===== config.mk =====
export PLATFORM = sky130hd
export DESIGN_NAME = crc32_stream_ctrl
export DESIGN_NICKNAME = d
export VERILOG_FILES = /design/src/rtl/crc32_stream_ctrl.sv
export SDC_FILE = /design/constraint.sdc
export NUM_CORES = 1
export LEC_CHECK = 0
export ABC_AREA = 1
export CAP_MARGIN = 20
export CELL_PAD_IN_SITES_DETAIL_PLACEMENT = 1
export CELL_PAD_IN_SITES_GLOBAL_PLACEMENT = 2
export CORE_ASPECT_RATIO = 1.2
export CORE_MARGIN = 1.5
export CORE_UTILIZATION = 28
export CTS_CLUSTER_SIZE = 25
export DETAILED_ROUTE_END_ITERATION = 16
export HOLD_SLACK_MARGIN = 0.03
export MAX_ROUTING_LAYER = met4
export PLACE_DENSITY_LB_ADDON = 0.1
export SYNTH_ARGS = -nofsm -noshare
export SYNTH_HDL_FRONTEND = slang
export SYNTH_SLANG_ARGS = --single-unit

===== constraint.sdc =====
create_clock -name clk -period 2.8 [get_ports clk]
set_input_delay 0.56 -clock clk [delete_from_list [all_inputs] [get_ports clk]]
set_output_delay 0.56 -clock clk [all_outputs]
set_load 0.02 [all_outputs]

===== src/rtl/crc32_stream_ctrl.sv =====
// Frame-level sequencer around a combinational CRC-32 (reflected 0xEDB88320) word engine.
// Accepts 32-bit words via valid/ready, owns the running CRC and word count, reports per frame.
module crc32_stream_ctrl #(
  parameter logic [31:0] INIT    = 32'hFFFFFFFF,
  parameter logic [31:0] XOROUT  = 32'hFFFFFFFF,
  parameter logic [31:0] RESIDUE = 32'hDEBB20E3,
  parameter int unsigned CNT_W   = 16
) (
  input  logic             clk,
  input  logic             rst_n,
  input  logic             start,
  input  logic             check_mode,
  input  logic             s_valid,
  output logic             s_ready,
  input  logic [31:0]      s_data,
  input  logic             s_last,
  output logic             res_valid,
  input  logic             res_ready,
  output logic [31:0]      res_crc,
  output logic             res_ok,
  output logic [CNT_W-1:0] res_words,
  output logic             busy,
  output logic             err_proto
);

  typedef enum logic [1:0] {
    IDLE = 2'd0,
    RUN  = 2'd1,
    DONE = 2'd2
  } stateT;

  stateT             state, nextState;
  logic [31:0]       crcReg;
  logic [CNT_W-1:0]  count;
  logic              mode;
  logic              errProto;
  logic              loadFrame;
  logic              accept;
  logic              errNext;

  // Byte 0 sits in data[7:0]; bits are consumed LSB first.
  function automatic logic [31:0] crc32Word(input logic [31:0] crc, input logic [31:0] data);
    logic [31:0] c;
    c = crc;
    for (int unsigned i = 0; i < 32; i++) begin
      if (c[0] ^ data[i]) c = (c >> 1) ^ 32'hEDB88320;
      else                c = c >> 1;
    end
    return c;
  endfunction

  always_comb begin
    nextState = state;
    loadFrame = 1'b0;
    accept    = 1'b0;
    errNext   = 1'b0;
    case (state)
      IDLE: begin
        if (start) begin
          nextState = RUN;
          loadFrame = 1'b1;
        end
      end
      RUN: begin
        accept = s_valid;
        if (s_valid && s_last) nextState = DONE;
        if (start) errNext = 1'b1;
      end
      DONE: begin
        // Consuming the result and opening a new frame in one cycle is legal.
        if (res_ready) begin
          if (start) begin
            nextState = RUN;
            loadFrame = 1'b1;
          end else begin
            nextState = IDLE;
          end
        end else if (start) begin
          errNext = 1'b1;
        end
      end
      default: nextState = IDLE;
    endcase
  end

  always_ff @(posedge clk or negedge rst_n) begin
    if (!rst_n) begin
      state    <= IDLE;
      crcReg   <= INIT;
      count    <= '0;
      mode     <= 1'b0;
      errProto <= 1'b0;
    end else begin
      state    <= nextState;
      errProto <= errNext;
      if (loadFrame) begin
        crcReg <= INIT;
        count  <= '0;
        mode   <= check_mode;
      end else if (accept) begin
        crcReg <= crc32Word(crcReg, s_data);
        if (count != '1) count <= count + 1'b1;
      end
    end
  end

  assign s_ready   = (state == RUN);
  assign res_valid = (state == DONE);
  assign busy      = (state != IDLE);
  assign res_crc   = crcReg ^ XOROUT;
  assign res_ok    = mode && (crcReg == RESIDUE);
  assign res_words = count;
  assign err_proto = errProto;

endmodule


==> out/results.txt, run 1 <==
Die X = 154 um
Initial antenna violation count = 0
Fin crit period = 3.35 ns
Routed length per placed instance = 20.2 um
Crit. End Element = flop
Pin count of the biggest net entering global routing = 31
Initial Util = 0.283
Syn Inst Count = 1,283
Number of CTS-inserted buffers = 5
Count leader, synth = nand2_1
Startpoint types = flop
Post-Syn Area = 0.00765 mm^2
Seq/Total Area, Yosys = 0.175
Layout cells sized above 1 = 0.536
Worst path slowest cell = dfstp_2
Vias per cell = 4.89
Reg-to-Reg Start = crcReg[1]$_DFFE_PN1P_
Final ANT Viol Nets = 0
RR Endpoint = crcReg[2]$_DFFE_PN1P_
Library cells used by synthesis = 41
Synth-to-layout area growth = 86.6%
DRC Markers = 0
Largest area contributor in the netlist = nand2_1
Top cells by area, synth = nand2_1, dfstp_2, nand3_1
Most used flip-flop cell after synthesis = dfstp_2
Tot GR Track Use = 0.290
Max-cap violations = 0
Min-delay worst type = input pin to async pin
Crit path buf inv count = 8
Post-CTS Hold Buffers = 0
Vias in the first global route = 10.5k
Slew Viols, Final = 0
Part of the cycle the worst path needs = 1.19
Final number of hold-violating endpoints = 0
CORE AREA = 0.0270 mm^2
Largest buffer count on any clock path = 2
Area of the die = 0.0283 mm^2
Global-route wire length before repair = 60.2 mm
R2R depth = 28
Ports = 92
Vias = 9,969
Post-synth top cells = nand2_1, nand3_1, inv_1
RSZ-0062 raised after global routing = true
EDFF count, synth = 0
Insertion delay to the later sink of the worst-skew pair = 0.30 ns
Synthesis-stage register bit count = 52
CTS tree = done
CTS Root Cell = clkbuf_16
Area after DPL = 0.0107 mm^2
Post-synthesis async set-or-reset flop share = 1.00
1st-pass router iterations = 5
Worst reg2reg setup slack = -0.55 ns
PortBufs = 91
FMAX = 299 MHz
Clock sinks = 52
Hpwl dp = 31.5 mm
Post-route setup slack = -0.546 ns
Final wirelength = 41.1 mm
Mapped Nets = 1,327
H-tree levels = 2
Slew @ Worst Pin = 0.609 ns
Clock transition at path regs = 0.07 ns
Worst slew margin = 0.594
Synth warn = 0
Die Y = 184 um
Most common cell on crit path = nand2_8
Critical Path RT = 3.04 ns
Syn Area/Cell = 5.96 um^2
Final setup violation count = 32
GPL Wtd Cong = 0.912
Worst path max stage delay = 0.61 ns
Synth top area share = 0.261
Site row count = 66
CP max FO = 7
Crit Path Category = flop to flop
Grt ovf = 0
Failing checks = negative setup slack
Layout Skew = 0.00717 ns
Worst EP arrival = 3.59 ns
Inserted Diodes = 0
Status = finished with violations
CP delay by family, top = simple AND/OR/NAND/NOR gates
Initial DRC Count = 468
Fin nets = 1,740
Design area = 0.0143 mm^2
-- final cells by class --
cell class,count,area (um^2)
Multi-Input combinational cell,1048,7980
Timing Repair Buffer,416,3650
Tap cell,340,425
Clock inverter,1,7.51
Clock buffer,7,143
Fill cell,3342,12700
Sequential cell,52,1340
Inverter,173,729
-- placed cells by master, fill, tap and decap left out, types with 9 or more instances in the layout --
cell	netlist	final
a21oi_1	27	19
buf_12	0	14
buf_4	0	274
buf_6	5	36
clkdlybuf4s50_1	0	76
dfrtp_1	20	20
dfstp_2	32	32
dlygate4sd2_1	0	11
inv_1	142	122
inv_2	28	36
inv_4	2	9
nand2_1	532	309
nand2_2	62	191
nand2_4	32	102
nand2_8	4	29
nand3_1	147	81
nand3_2	18	54
nand3_4	3	33
nand3b_1	9	9
nand4_1	12	12
nor2_1	32	23
o21ai_0	20	13
o21ai_1	8	13
xnor2_1	24	11
xnor2_2	0	10
xor2_1	75	40
xor2_2	5	32
-- how the worst max path moves through the flow --
stage	startpoint	to	slack (ns)	cells after the start
CTS	crcReg[1]$_DFFE_PN1P_	crcReg[12]$_DFFE_PN1P_	-0.46	26
finish	crcReg[1]$_DFFE_PN1P_	crcReg[2]$_DFFE_PN1P_	-0.55	28
global route	crcReg[4]$_DFFE_PN1P_	crcReg[23]$_DFFE_PN1P_	-0.71	26
floorplan	s_data[1]	crcReg[5]$_DFFE_PN1P_	0.04	27
detailed placement	s_data[4]	crcReg[24]$_DFFE_PN1P_	-1.38	23
global placement	s_data[4]	crcReg[24]$_DFFE_PN1P_	-1.33	23
-- stage by stage --
stage	hold slack (ns)	std cells	util	setup slack, ns	setup TNS [ns]
finish	0.262	2037	0.529	-0.546	-14.56
global route	0.305	2037	0.529	-0.711	-19.67
CTS	0.284	2008	0.489	-0.457	-12.17
detailed placement	0.465	1924	0.395	-1.38	-37.63
global placement	0.457	1924	0.395	-1.33	-35.95
floorplan	0.264	1283	-	0.0420	0
-- what timing repair did --
action | in CTS | in global routing
resized for setup | 444 | 190
pin swaps | 163 | 89
cloned | 1 | 0
setup buffers | 77 | 30
endpoints found under the setup margin | 34 | 34
-- flip-flops by register name, indices dropped and copies added, names as in the netlist --
register / flops
mode: 1
err_proto: 1
res_words: 16
crcReg: 32
state: 2
-- metal layers --
metal	wire, um	global-route usage	part of all wire
met1	16600	0.329	0.40
met2	21800	0.540	0.53
met3	928	0.0139	0.023
met4	1750	0.102	0.043
met5	0	-	0
-- worst register-to-register path: cells and delay by family, from the launching register on --
kind | cells | cell delay, ns
simple gates | 18 | 1.54
xor+xnor | 1 | 0.13
compound gates | 1 | 0.15
flops | 1 | 0.61
buf+inv | 8 | 0.86
-- kinds of logic after synthesis --
logic type / share of synthesized area
DFF: 0.175
adders and majority gates: 0.00818
buffers and inverters: 0.0968
xor gates and xnor gates: 0.124
and+or+nand+nor: 0.546
AOI/OAI and AO/OA: 0.0494
Power of run 1 is left out: the tool's default activity adds up to more than one toggle a clock period on the data nets, which glitch-free logic cannot reach.
==> run 2, diff against run 1 <==
--- a/config.mk
+++ b/config.mk
@@ -14,9 +14,11 @@
 export CORE_UTILIZATION = 28
 export CTS_CLUSTER_SIZE = 25
 export DETAILED_ROUTE_END_ITERATION = 16
+export GPL_TIMING_DRIVEN = 0
 export HOLD_SLACK_MARGIN = 0.03
 export MAX_ROUTING_LAYER = met4
 export PLACE_DENSITY_LB_ADDON = 0.1
+export RECOVER_POWER = 100
 export SYNTH_ARGS = -nofsm -noshare
 export SYNTH_HDL_FRONTEND = slang
 export SYNTH_SLANG_ARGS = --single-unit
==> run 2 against run 1 <==
Net effect:
- the flow still finishes with violations (negative setup slack)
- die area unchanged
- global-route usage is 2.3 points lower
- non-clock buffer count is 150 lower
- via count is 6.0% lower
- first-iteration DRC count decreased by 19%
- clock skew grew 0.0020 ns
- sequential cell count unchanged
- maximum frequency down 1.9%
- worst setup slack got worse by 0.066 ns
- critical path depth decreased by 5
- largest cell class unchanged
==> out/results.txt, run 2 (synthesis results as in run 1) <==
CP Cell Sequence = inv_2 > nand2_2 > nand2_4 > buf_12 > nand2_2 > nand2_2 > inv_2 > nand3_4 > nand2_8 > nand3_4 > nand2_8 > inv_6 > nand2_2 > nand3b_1 > nand2_4 > nand2_4 > nand3_2 > nand2_2 > nor2_4 > nor3_1 > nand3b_1 > nand2_1 > inv_1
Die Y = 184 um (unchanged)
Global-route wire length before repair = 55.2 mm (-8.4%)
Grt ovf = 0 (unchanged)
CP max FO = 7 (unchanged)
Clock sinks = 52 (unchanged)
Crit Path Category = flop to flop
Most frequent cells in the layout = nand2_1, nand2_2, buf_4
CORE AREA = 0.0270 mm^2 (unchanged)
Critical Path RT = 3.03 ns (about the same)
Ports = 92 (unchanged)
Part of the cycle the worst path needs = 1.22 (+0.0237)
Crit. End Element = flop
Number of CTS-inserted buffers = 5 (unchanged)
Top reg by flops = crcReg
Most common cell on crit path = nand2_2
Worst path slowest cell = dfstp_2
PortBufs = 91 (unchanged)
CTS Root Cell = clkbuf_16
Design area = 0.0137 mm^2 (-4.0%)
RSZ-0062 raised after global routing = true
Max-cap violations = 0 (unchanged)
Post-route setup slack = -0.612 ns (-0.0663 ns)
Initial Util = 0.283 (unchanged)
Most common cell after layout, fill and taps aside = nand2_1
Max FFs per register = 32 (unchanged)
Worst EP arrival = 3.65 ns (+0.06 ns)
DRC Markers = 0 (unchanged)
Synth-to-layout area growth = 79.2%
Worst hold slack = 0.488 ns (+0.226 ns)
Layout Skew = 0.00921 ns (+0.00204 ns)
Fin nets = 1,591 (-8.6%)
Site row count = 66 (unchanged)
Vias per cell = 4.96 (+1.4%)
Startpoint types = flop
Initial antenna violation count = 0 (unchanged)
Status = finished with violations
Pin count of the biggest net entering global routing = 33 (+6.5%)
Hpwl dp = 28.0 mm (-11%)
Largest buffer count on any clock path = 2 (unchanged)
Layout cells sized above 1 = 0.499 (-0.0363)
Worst path max stage delay = 0.65 ns (+0.04 ns)
Vias in the first global route = 9,404 (-10%)
Final wirelength = 39.0 mm (-5.2%)
CTS tree = done
GPL Wtd Cong = 0.844 (-7.5%)
Slew @ Worst Pin = 1.23 ns (+0.622 ns)
Insertion delay to the later sink of the worst-skew pair = 0.30 ns (about the same)
Area after DPL = 0.00900 mm^2 (-16%)
Slew Viols, Final = 0 (unchanged)
Routed length per placed instance = 20.7 um (+2.3%)
Vias = 9,373 (-6.0%)
FMAX = 293 MHz (-1.9%)
Initial DRC Count = 378 (-19%)
Die X = 154 um (unchanged)
DP Worst Slack = -1.54 ns (-0.161 ns)
Final setup violation count = 35 (+9.4%)
Worst slew margin = 0.180 (-0.415)
Fin crit period = 3.41 ns (+0.0663 ns)
1st-pass router iterations = 5 (unchanged)
Final ANT Viol Nets = 0 (unchanged)
Final number of hold-violating endpoints = 0 (unchanged)
Tot GR Track Use = 0.267 (-0.0230)
Area of the die = 0.0283 mm^2 (unchanged)
H-tree levels = 2 (unchanged)
Inserted Diodes = 0 (unchanged)
Min-delay worst type = input pin to async pin
Clock transition at path regs = 0.08 ns (about the same)
Failing checks = negative setup slack
Post-CTS Hold Buffers = 0 (unchanged)
## run 2: cell types whose count changed in the layout (fill, tap and decap cells not counted), sizes merged, moves of 2 or more
cell,delta
dlygate4sd3,+49
inv,+2
clkbuf,+9
clkdlybuf4s50,-49
dlygate4sd2,-3
buf,-160
dlymetal6s2s,+3
## run 2: final timing paths
check | slack (ns) | depth (start not counted) | from | end
max | -0.61 | 23 | crcReg[1]$_DFFE_PN1P_ | crcReg[12]$_DFFE_PN1P_
min | 0.49 | 1 | rst_n | err_proto$_DFF_PN0_
max reg2reg | -0.61 | 23 | crcReg[1]$_DFFE_PN1P_ | crcReg[12]$_DFFE_PN1P_
min reg2reg | 0.50 | 2 | crcReg[15]$_DFFE_PN1P_ | crcReg[15]$_DFFE_PN1P_
max in group asynchronous | 0.87 | 2 | rst_n | res_words[14]$_DFFE_PN0P_
min in group clk | 0.50 | 2 | crcReg[15]$_DFFE_PN1P_ | crcReg[15]$_DFFE_PN1P_
## run 2: routing by layer
metal,up-vias,track usage,share of wire
met5,-,-,0
met4,0,0.0986,0.038
met3,55,0.0276,0.020
met2,160,0.473,0.53
met1,4647,0.311,0.41
li1,4511,-,-
## run 2: critical path, delay by kind of cell (launching register included)
kind                   cells  cell delay [ns]
DFF                        1             0.65
buffers and inverters      5             0.41
and+or+nand+nor           18             2.26
## run 2: layout make-up
type,instances,area [um^2]
fillers,3287,13300
plain buffers,11,120
repair buffers,255,2350
clock inverters,3,42.5
multi-input cells,1049,8580
flip-flops and latches,52,1340
well taps,340,425
inverters,173,722
clock buffers,5,125
## run 2: stage by stage
stage                      util  cells  setup TNS [ns]
after floorplan               -   1283               0
after global placement    0.333   1714          -57.07
after detailed placement  0.333   1715          -48.16
after CTS                 0.430   1831          -14.54
after global routing      0.508   1888          -21.63
final                     0.508   1888          -16.05
## run 2: repair_timing
item | in CTS | in global routing
pin swaps | 125 | 179
setup buffers | 107 | 57
cloned | 1 | 1
gates resized for setup | 386 | 336
endpoints found under the hold margin | 0 | 0
setup endpoints to repair | 41 | 37
Power of run 2 is left out for the same reason.
